## config.mk

```make
export PLATFORM = sky130hd
export DESIGN_NAME = horizontal_gradient_flat
export DESIGN_NICKNAME = d
export VERILOG_FILES = /design/src/rtl/sobel_pkg.sv /design/src/rtl/horizontal_gradient_if.sv /design/src/rtl/sobel_column_sum.sv /design/src/rtl/horizontal_gradient.sv /design/src/flat_wrapper.sv
export SDC_FILE = /design/constraint.sdc
export NUM_CORES = 1
export LEC_CHECK = 0
export ABC_CLOCK_PERIOD_IN_PS = 3900
export CORE_AREA = 2 2 75 84
export CTS_CLUSTER_SIZE = 16
export DETAILED_ROUTE_END_ITERATION = 6
export DIE_AREA = 0 0 77 86
export PLACE_DENSITY = 0.77
export SKIP_LAST_GASP = 1
export SYNTH_ARGS = -nofsm -noshare
export SYNTH_HDL_FRONTEND = slang
export SYNTH_SLANG_ARGS = --single-unit
export TNS_END_PERCENT = 10
```

## constraint.sdc

```tcl
create_clock -name clk -period 3.9 [get_ports clk]
set_input_delay 0.39 -clock clk [delete_from_list [all_inputs] [get_ports clk]]
set_output_delay 0.39 -clock clk [all_outputs]
set_load 0.01 [all_outputs]
```

## src/rtl/sobel_pkg.sv

```systemverilog
// Shared constants and types for the Sobel edge-detection datapath.
// Both the horizontal and vertical gradient blocks import this package.
package sobel_pkg;

    localparam int unsigned PIXEL_W   = 8;
    localparam int unsigned GX_W      = 11;
    // Each column sum a + 2*b + c tops out at 4*255 = 1020.
    localparam int unsigned COL_SUM_W = 10;

    typedef logic [PIXEL_W-1:0]   pixel_t;
    typedef pixel_t [0:8]         window_t;
    typedef logic [COL_SUM_W-1:0] col_sum_t;
    typedef logic [GX_W-1:0]      gx_t;

    // Row-major 3x3 window: left column is 0,3,6 and right column is 2,5,8.
    localparam int unsigned LEFT_TOP  = 0;
    localparam int unsigned LEFT_MID  = 3;
    localparam int unsigned LEFT_BOT  = 6;
    localparam int unsigned RIGHT_TOP = 2;
    localparam int unsigned RIGHT_MID = 5;
    localparam int unsigned RIGHT_BOT = 8;

endpackage

```

## src/rtl/horizontal_gradient_if.sv

```systemverilog
// Window-in / gradient-out bundle between the window buffer and the gradient block.
interface horizontal_gradient_if;
    import sobel_pkg::*;

    window_t windowBuffer;
    logic    start_calculations;
    gx_t     gx;
    logic    gx_negative;
    logic    gx_valid;

    modport master (
        output windowBuffer,
        output start_calculations,
        input  gx,
        input  gx_negative,
        input  gx_valid
    );

    modport slave (
        input  windowBuffer,
        input  start_calculations,
        output gx,
        output gx_negative,
        output gx_valid
    );

endinterface

```

## src/rtl/sobel_column_sum.sv

```systemverilog
// Weighted sum of one kernel column: top + 2*mid + bot, unsigned.
module sobel_column_sum
    import sobel_pkg::*;
(
    input  pixel_t   top,
    input  pixel_t   mid,
    input  pixel_t   bot,
    output col_sum_t sum
);

    assign sum = COL_SUM_W'(top) + COL_SUM_W'({mid, 1'b0}) + COL_SUM_W'(bot);

endmodule

```

## src/rtl/horizontal_gradient.sv

```systemverilog
// Sobel |Gx| of one 3x3 window: right column sum minus left column sum,
// reported as a registered magnitude plus sign with a one-cycle valid pulse.
module horizontal_gradient
    import sobel_pkg::*;
(
    input  logic                  clk,
    input  logic                  rst,
    horizontal_gradient_if.slave  bus
);

    col_sum_t left_sum;
    col_sum_t right_sum;
    logic     left_brighter;
    gx_t      magnitude;

    sobel_column_sum u_left_col (
        .top (bus.windowBuffer[LEFT_TOP]),
        .mid (bus.windowBuffer[LEFT_MID]),
        .bot (bus.windowBuffer[LEFT_BOT]),
        .sum (left_sum)
    );

    sobel_column_sum u_right_col (
        .top (bus.windowBuffer[RIGHT_TOP]),
        .mid (bus.windowBuffer[RIGHT_MID]),
        .bot (bus.windowBuffer[RIGHT_BOT]),
        .sum (right_sum)
    );

    // Subtracting the smaller sum from the larger yields |Gx| directly and
    // keeps Gx == 0 from ever being flagged negative.
    always_comb begin
        left_brighter = (left_sum > right_sum);
        if (left_brighter) begin
            magnitude = GX_W'(left_sum) - GX_W'(right_sum);
        end else begin
            magnitude = GX_W'(right_sum) - GX_W'(left_sum);
        end
    end

    // NOTE: non-blocking assignments for registered state; reset is synchronous
    // and wins over start_calculations on the same edge.
    always_ff @(posedge clk) begin
        if (rst) begin
            bus.gx          <= '0;
            bus.gx_negative <= 1'b0;
            bus.gx_valid    <= 1'b0;
        end else if (bus.start_calculations) begin
            bus.gx          <= magnitude;
            bus.gx_negative <= left_brighter;
            bus.gx_valid    <= 1'b1;
        end else begin
            bus.gx_valid    <= 1'b0;
        end
    end

endmodule

```

## src/flat_wrapper.sv

```systemverilog
// flat-port wrapper written by rule: the top's interface ports become plain ports
module horizontal_gradient_flat import sobel_pkg::*;
  (clk, rst, bus_windowBuffer, bus_start_calculations, bus_gx, bus_gx_negative, bus_gx_valid);
  horizontal_gradient_if bus_i ();
  input  logic clk;
  input  logic rst;
  input wire logic [$bits(bus_i.windowBuffer)-1:0] bus_windowBuffer;
  input wire logic [$bits(bus_i.start_calculations)-1:0] bus_start_calculations;
  output wire logic [$bits(bus_i.gx)-1:0] bus_gx;
  output wire logic [$bits(bus_i.gx_negative)-1:0] bus_gx_negative;
  output wire logic [$bits(bus_i.gx_valid)-1:0] bus_gx_valid;
  assign bus_i.windowBuffer = bus_windowBuffer;
  assign bus_i.start_calculations = bus_start_calculations;
  assign bus_gx = bus_i.gx;
  assign bus_gx_negative = bus_i.gx_negative;
  assign bus_gx_valid = bus_i.gx_valid;
  horizontal_gradient u_core (.clk(clk), .rst(rst), .bus(bus_i));
endmodule
```

==> metrics.cfg, run 1 <==
[synth]
avgSynthCellArea_um2=8.66
netlist.area_leader.share=0.205
synthMuxAreaShare=0.0259
yosysTopAreaCell=ha_1
synthTopCellsByArea=ha_1 20%, fa_1 16%, dfxtp_1 11%, inv_1 6.1%, a21oi_1 4.5%
synth_edf_count=0
synth_top_family_by_area=adder cells
synth_fa_ha_area_frac=0.360
ys.flop_type=dfxtp_1
synthTopCellsByCount=38 x ha_1, 38 x inv_1, 21 x a21oi_1
yosysWarnings=0
synth_cell_types=42
ys_seq_area_frac=0.112
synth_area_um2=2320
ys_seq_elements=13
syn_nets=399
syn_inst=268
synth_xor_area_frac=0.0642
synthSimpleGateAreaFrac=0.119
async_flop_share=0
synth_compound_area_frac=0.221

[outcome]
status=finished, final reports clean

[min_path]
hold_path_class=flop to flop

[power]
power_density_nw_per_um2=672
ir_drop_v=0.000338
cellLeakagePower_uw=0.00178

[clocking]
cts_buffers=3
cts.clk_slew.worst_paths_ns=0.05
worstSkewPairLatency_ns=0.23
cts.sinks=13
cts_tree=done
cts_root_buf=clkbuf_8
holdBufCountCts=0
ctsHtreeMaxLevel=1
cts.path.max_buffers=2

[routing]
first_pass_iters=4
drc=0
ant_nets=0
wl_mm=5.58
avgViaCountPerCell=4.86
drtIter0Drc=66
vias=2251
wl_per_cell_um=12.0

[timing]
fin_crit_ns=3.85
finalClockSkew_ns=0
hold_viol_final=0
fin_hold_ws_ns=0.465
setup_viol=0
fmax_mhz=260
slew_violations=0
max-slew-margin-rel=0.478
post-route-period-util=0.987
rsz0062_at_grt=true
tightest_slew_ns=0.781

[floorplan]
rows=29
die_w_um=77
coreArea_um2=5730
die_h_um=86
ios=88
die_area_um2=6620
initial_core_util=0.405

[flow_run]
max_cap_violations=0

[layout]
fin_cells=463
fin_nets=518
fin_util=0.658
layout-drive-gt1-share=0.358
area_growth_pct=62.5
num_antenna_cells=0

[setup_path]
crit_slowest_cell=fa_1
start_kind=primary input
endpoint_kind=flop
max_stage_delay_ns=0.59
critical-path-top-delay-family=adder cells
crit_required_ns=3.99
cp_max_fo=5
path_class=primary input to flop
path_buf_inv=2
path_cells=dlygate4sd2_1 > fa_1 > ha_4 > nor2b_2 > o21ai_2 > a21boi_2 > o21ai_2 > a21boi_2 > buf_4 > or2_4 > ha_4 > and3_4 > and3_4 > a21o_4 > a21o_4 > mux2i_2 > xor2_1 > a211oi_1
arrival_ns=3.94

[placement]
globalplace.congestion=0.815
dp_hpwl_mm=4.61
portBuffers=63
dp.cells=452

[grt]
grt_overflow_total=0
grt_usage=0.168
grt_pass1_vias=2257
grt_start_max_net_pins=26
antenna_found_initial=0
grt_pass1_wl_mm=9.38

layout make-up:
cell class,instances,area [µm²]
well taps,77,96.3
fillers,486,1960
flip-flops and latches,13,260
clock buffers,4,45.0
repair buffers,124,1070
multi-input cells,207,2150
inverters,38,150
state kept, by name, indices dropped and copies added (netlist names):
signal	flops
u_core.bus.gx	11
u_core.bus.gx_negative	1
u_core.bus.gx_valid	1
cell usage in the layout, fill, tap and decap left out, types with 4 or more instances in the layout:
cell             synthesis  final
fa_1                    18     14
clkdlybuf4s50_1          0     46
ha_4                     0      9
a21oi_1                 21     14
buf_4                    1     59
fa_2                     0      4
a21oi_2                  0      4
buf_2                    1      4
inv_1                   38     28
a211oi_2                 0      4
inv_2                    0      9
xnor2_1                 10      8
nand2_1                 15     15
a21o_1                  12     10
a211oi_1                12      8
dfxtp_1                 13     13
xor2_1                   7      6
ha_1                    38     27
buf_6                    5      5
nor2_1                  14     14
per-stage QoR:
step                      setup WS, ns  total power (µW)  area (µm²)  setup TNS [ns]
after floorplan                -0.0149              1470        2390         -0.0269
after global placement          -0.767              2070        3440           -7.54
after detailed placement        -0.878              2100        3440           -8.45
after CTS                     -0.00892              2390        3610        -0.00892
after global routing           -0.0785              2760        3770          -0.554
final                           0.0502              2530        3770               0
per-layer routing:
layer,track usage,vias to the layer above,routed length (µm),part of all wire
li1,-,1157,-,-
met1,0.191,1041,2380,0.43
met2,0.343,51,3020,0.54
met3,0.00947,2,160,0.029
met4,0.0341,0,18,0.0032
met5,0,-,0,0
cells by family (layout without fill, tap and decap cells):
family	after synthesis	after routing
XOR/XNOR	17	17
multiplexers	6	6
AND/OR/NAND/NOR	52	52
buffers and inverters	49	166
adder cells (fa/ha/maj)	56	56
AO/OA/AOI/OAI	75	76
flip-flops	13	13
path summary, 6_finish.rpt:
kind                                       start                                   to  slack (ns)  depth (start not counted)
max reg2reg        u_core.bus.gx[1]$_SDFFE_PP0P_        u_core.bus.gx[1]$_SDFFE_PP0P_        3.13                          2
max                         bus_windowBuffer[67]        u_core.bus.gx[3]$_SDFFE_PP0P_        0.05                         18
min reg2reg  u_core.bus.gx_negative$_SDFFE_PP0P_  u_core.bus.gx_negative$_SDFFE_PP0P_        0.47                          2
min          u_core.bus.gx_negative$_SDFFE_PP0P_  u_core.bus.gx_negative$_SDFFE_PP0P_        0.47                          2
where the power goes:
part | internal, µW | switching, µW | leakage, µW
Combinational | 1200 | 1020 | 0.00165
Sequential | 183 | 21.2 | 0.000108
Clock | 71.7 | 41.9 | 0.0000228
Total | 1450 | 1080 | 0.00178
timing repair:
item / in CTS / in global routing
cloned: 1 / 0
setup buffers: 7 / 1
endpoints found under the setup margin: 11 / 11
pin swaps: 35 / 33
gates resized for setup: 63 / 38
worst min-delay path, cell delays in order (launching register included):
cell and delay [ns]:
dfxtp_1 0.30, nand2b_1 0.06, a21oi_1 0.05
Power figures use the tool's default switching activity.
==> run 2, diff against run 1 <==
--- a/config.mk
+++ b/config.mk
@@ -6,6 +6,7 @@
 export NUM_CORES = 1
 export LEC_CHECK = 0
 export ABC_CLOCK_PERIOD_IN_PS = 3900
+export CAP_MARGIN = 10
 export CORE_AREA = 2 2 75 84
 export CTS_CLUSTER_SIZE = 16
 export DETAILED_ROUTE_END_ITERATION = 6
==> results of run 2 <==
Same layout as run 1: the final DEF is identical, and so are final timing and power.
==> run 3, diff against run 2 <==
--- a/config.mk
+++ b/config.mk
@@ -6,12 +6,13 @@
 export NUM_CORES = 1
 export LEC_CHECK = 0
 export ABC_CLOCK_PERIOD_IN_PS = 3900
-export CAP_MARGIN = 10
-export CORE_AREA = 2 2 75 84
+export CORE_AREA = 2 2 63 71
+export CTS_BUF_LIST = sky130_fd_sc_hd__clkbuf_4
 export CTS_CLUSTER_SIZE = 16
 export DETAILED_ROUTE_END_ITERATION = 6
-export DIE_AREA = 0 0 77 86
-export PLACE_DENSITY = 0.77
+export DIE_AREA = 0 0 65 73
+export DONT_BUFFER_PORTS = 1
+export PLACE_DENSITY = 0.76
 export SKIP_LAST_GASP = 1
 export SYNTH_ARGS = -nofsm -noshare
 export SYNTH_HDL_FRONTEND = slang
==> run 3 against run 2 <==
  * Clock skew unchanged
  * Setup slack better by 0.090 ns
  * Via count down 12%
  * Core utilization up 3.3 points
  * Global-route usage up 2.9 points
  * Cell area down 25%
  * Clock power down 24%
  * Non-clock buffer count down 84
  * Hold slack worse by 0.29 ns
  * Total power down 14%
  * Register-to-register slack worse by 0.02 ns
  * Sequential share of layout area up 2.3 points
==> metrics.cfg, run 3 (synthesis results as in run 1) <==
[outcome]
status=finished, final reports clean

[timing]
hold_viol_final=0
finalWorstSetupSlack_ns=0.140
setup_viol=0
fin_hold_ws_ns=0.173
fin_setup_tns_ns=0
finalClockSkew_ns=0
max-slew-margin-rel=0.610
post-route-period-util=0.964
fmax_mhz=266
fin_crit_ns=3.76
rsz0062_at_grt=true
tightest_slew_ns=0.577
slew_violations=0

[clocking]
worstSkewPairLatency_ns=0.27
holdBufCountCts=0
cts.path.max_buffers=2
cts_root_buf=clkbuf_4
cts.clk_slew.worst_paths_ns=0.07
cts_buffers=3
cts.sinks=13
ctsHtreeMaxLevel=1
cts_tree=done

[grt]
grt_overflow_total=0
grt_pass1_wl_mm=7.56
grt_pass1_vias=1925
grt_start_max_net_pins=26
antenna_found_initial=0
grt_usage=0.197

[routing]
wl_mm=4.70
vias=1970
wl_per_cell_um=13.2
drtIter0Drc=72
first_pass_iters=4
avgViaCountPerCell=5.53
drc=0
ant_nets=0

[setup_path]
crit_required_ns=4.06
startpoint=bus_windowBuffer[17]
cp_max_fo=5
start_kind=primary input
arrival_ns=3.92
path_class=primary input to flop
r2r-start=u_core.bus.gx[1]$_SDFFE_PP0P_
reg2reg_slack_ns=3.11
endpoint_kind=flop

[power]
p_total_uw=2190
power_density_nw_per_um2=772
ir_drop_v=0.000383
cellLeakagePower_uw=0.00140

[layout]
regMostFlops=u_core.bus.gx
multiInputGateArea_um2=2020
fill_cells=317
largestRegisters=u_core.bus.gx (11), u_core.bus.gx_negative (1), u_core.bus.gx_valid (1)
layout-drive-gt1-share=0.288
seq_area_um2=260
final_cell_mix=39 x buf_4, 36 x inv_1, 33 x ha_1
largest_reg_flops=11
num_antenna_cells=0
final_common_cell=buf_4
area_growth_pct=22.1
fin_nets=434

[placement]
dp_hpwl_mm=3.88
globalplace.congestion=0.833
place_ws_ns=-0.392
portBuffers=0

[floorplan]
die_area_um2=4750
initial_core_util=0.566
die_h_um=73
coreArea_um2=4100
ios=88
rows=25
die_w_um=65

[min_path]
hold_path_class=primary input to flop
holdCritStartpoint=rst

[flow_run]
max_cap_violations=0

-- run 3: cell count changes in the layout (fill, tap and decap cells not counted), sizes merged --
cell / change
clkbuf: -2
clkdlybuf4s50: -46
clkdlybuf4s15: -3
dlymetal6s2s: -2
dlygate4sd2: -3
buf: -28
-- run 3: critical path, cell delays in order --
cell      delay, ns
inv_1          0.04
fa_1           0.53
inv_1          0.04
ha_2           0.19
buf_4          0.13
a21o_1         0.15
a21oi_1        0.17
o21ai_0        0.11
a21oi_1        0.20
o21ai_0        0.15
xnor2_1        0.22
ha_1           0.29
a21o_1         0.22
a21oi_4        0.21
a21o_1         0.21
a21o_2         0.18
mux2i_1        0.22
xor2_1         0.18
a211oi_1       0.08
-- run 3: metrics by stage --
stage | area [µm²] | util | cells
finish | 2830 | 0.691 | 356
global placement | 2660 | 0.650 | 350
floorplan | 2390 | - | 268
detailed placement | 2660 | 0.650 | 350
global route | 2830 | 0.691 | 356
CTS | 2690 | 0.657 | 354
-- run 3: path summary, 6_finish.rpt --
kind	cells past startpoint	endpoint
worst max register to register	2	u_core.bus.gx[1]$_SDFFE_PP0P_
worst min-delay path	1	u_core.bus.gx[4]$_SDFFE_PP0P_
worst min register to register	2	u_core.bus.gx_negative$_SDFFE_PP0P_
worst max-delay path	19	u_core.bus.gx[6]$_SDFFE_PP0P_
-- run 3: metal layers --
| metal | track usage | part of all wire |
|---|---|---|
| met1 | 0.229 | 0.43 |
| met2 | 0.376 | 0.51 |
| met5 | 0 | 0 |
| met4 | 0.0733 | 0.021 |
| met3 | 0.0108 | 0.035 |
-- run 3: report_power, final --
part	leakage, µW	internal, µW	switching [µW]
clock network	0.0000184	46.6	39.9
registers	0.000108	183	51.5
logic	0.00128	951	915
total	0.00140	1180	1010
-- run 3: cell type report --
type                    count  area share
multi-input cells         207       0.713
well taps                  54      0.0239
clock buffers               4      0.0106
repair buffers             40       0.107
inverters                  38      0.0530
flip-flops and latches     13      0.0919
-- run 3: what timing repair did --
action / 4_1_cts / 5_1_grt
pin swaps: 0 / 11
resized for setup: 1 / 27
cloned: 0 / 1
endpoints found under the hold margin: 0 / 0
setup endpoints to repair: 7 / 11
buffers inserted: 0 / 1
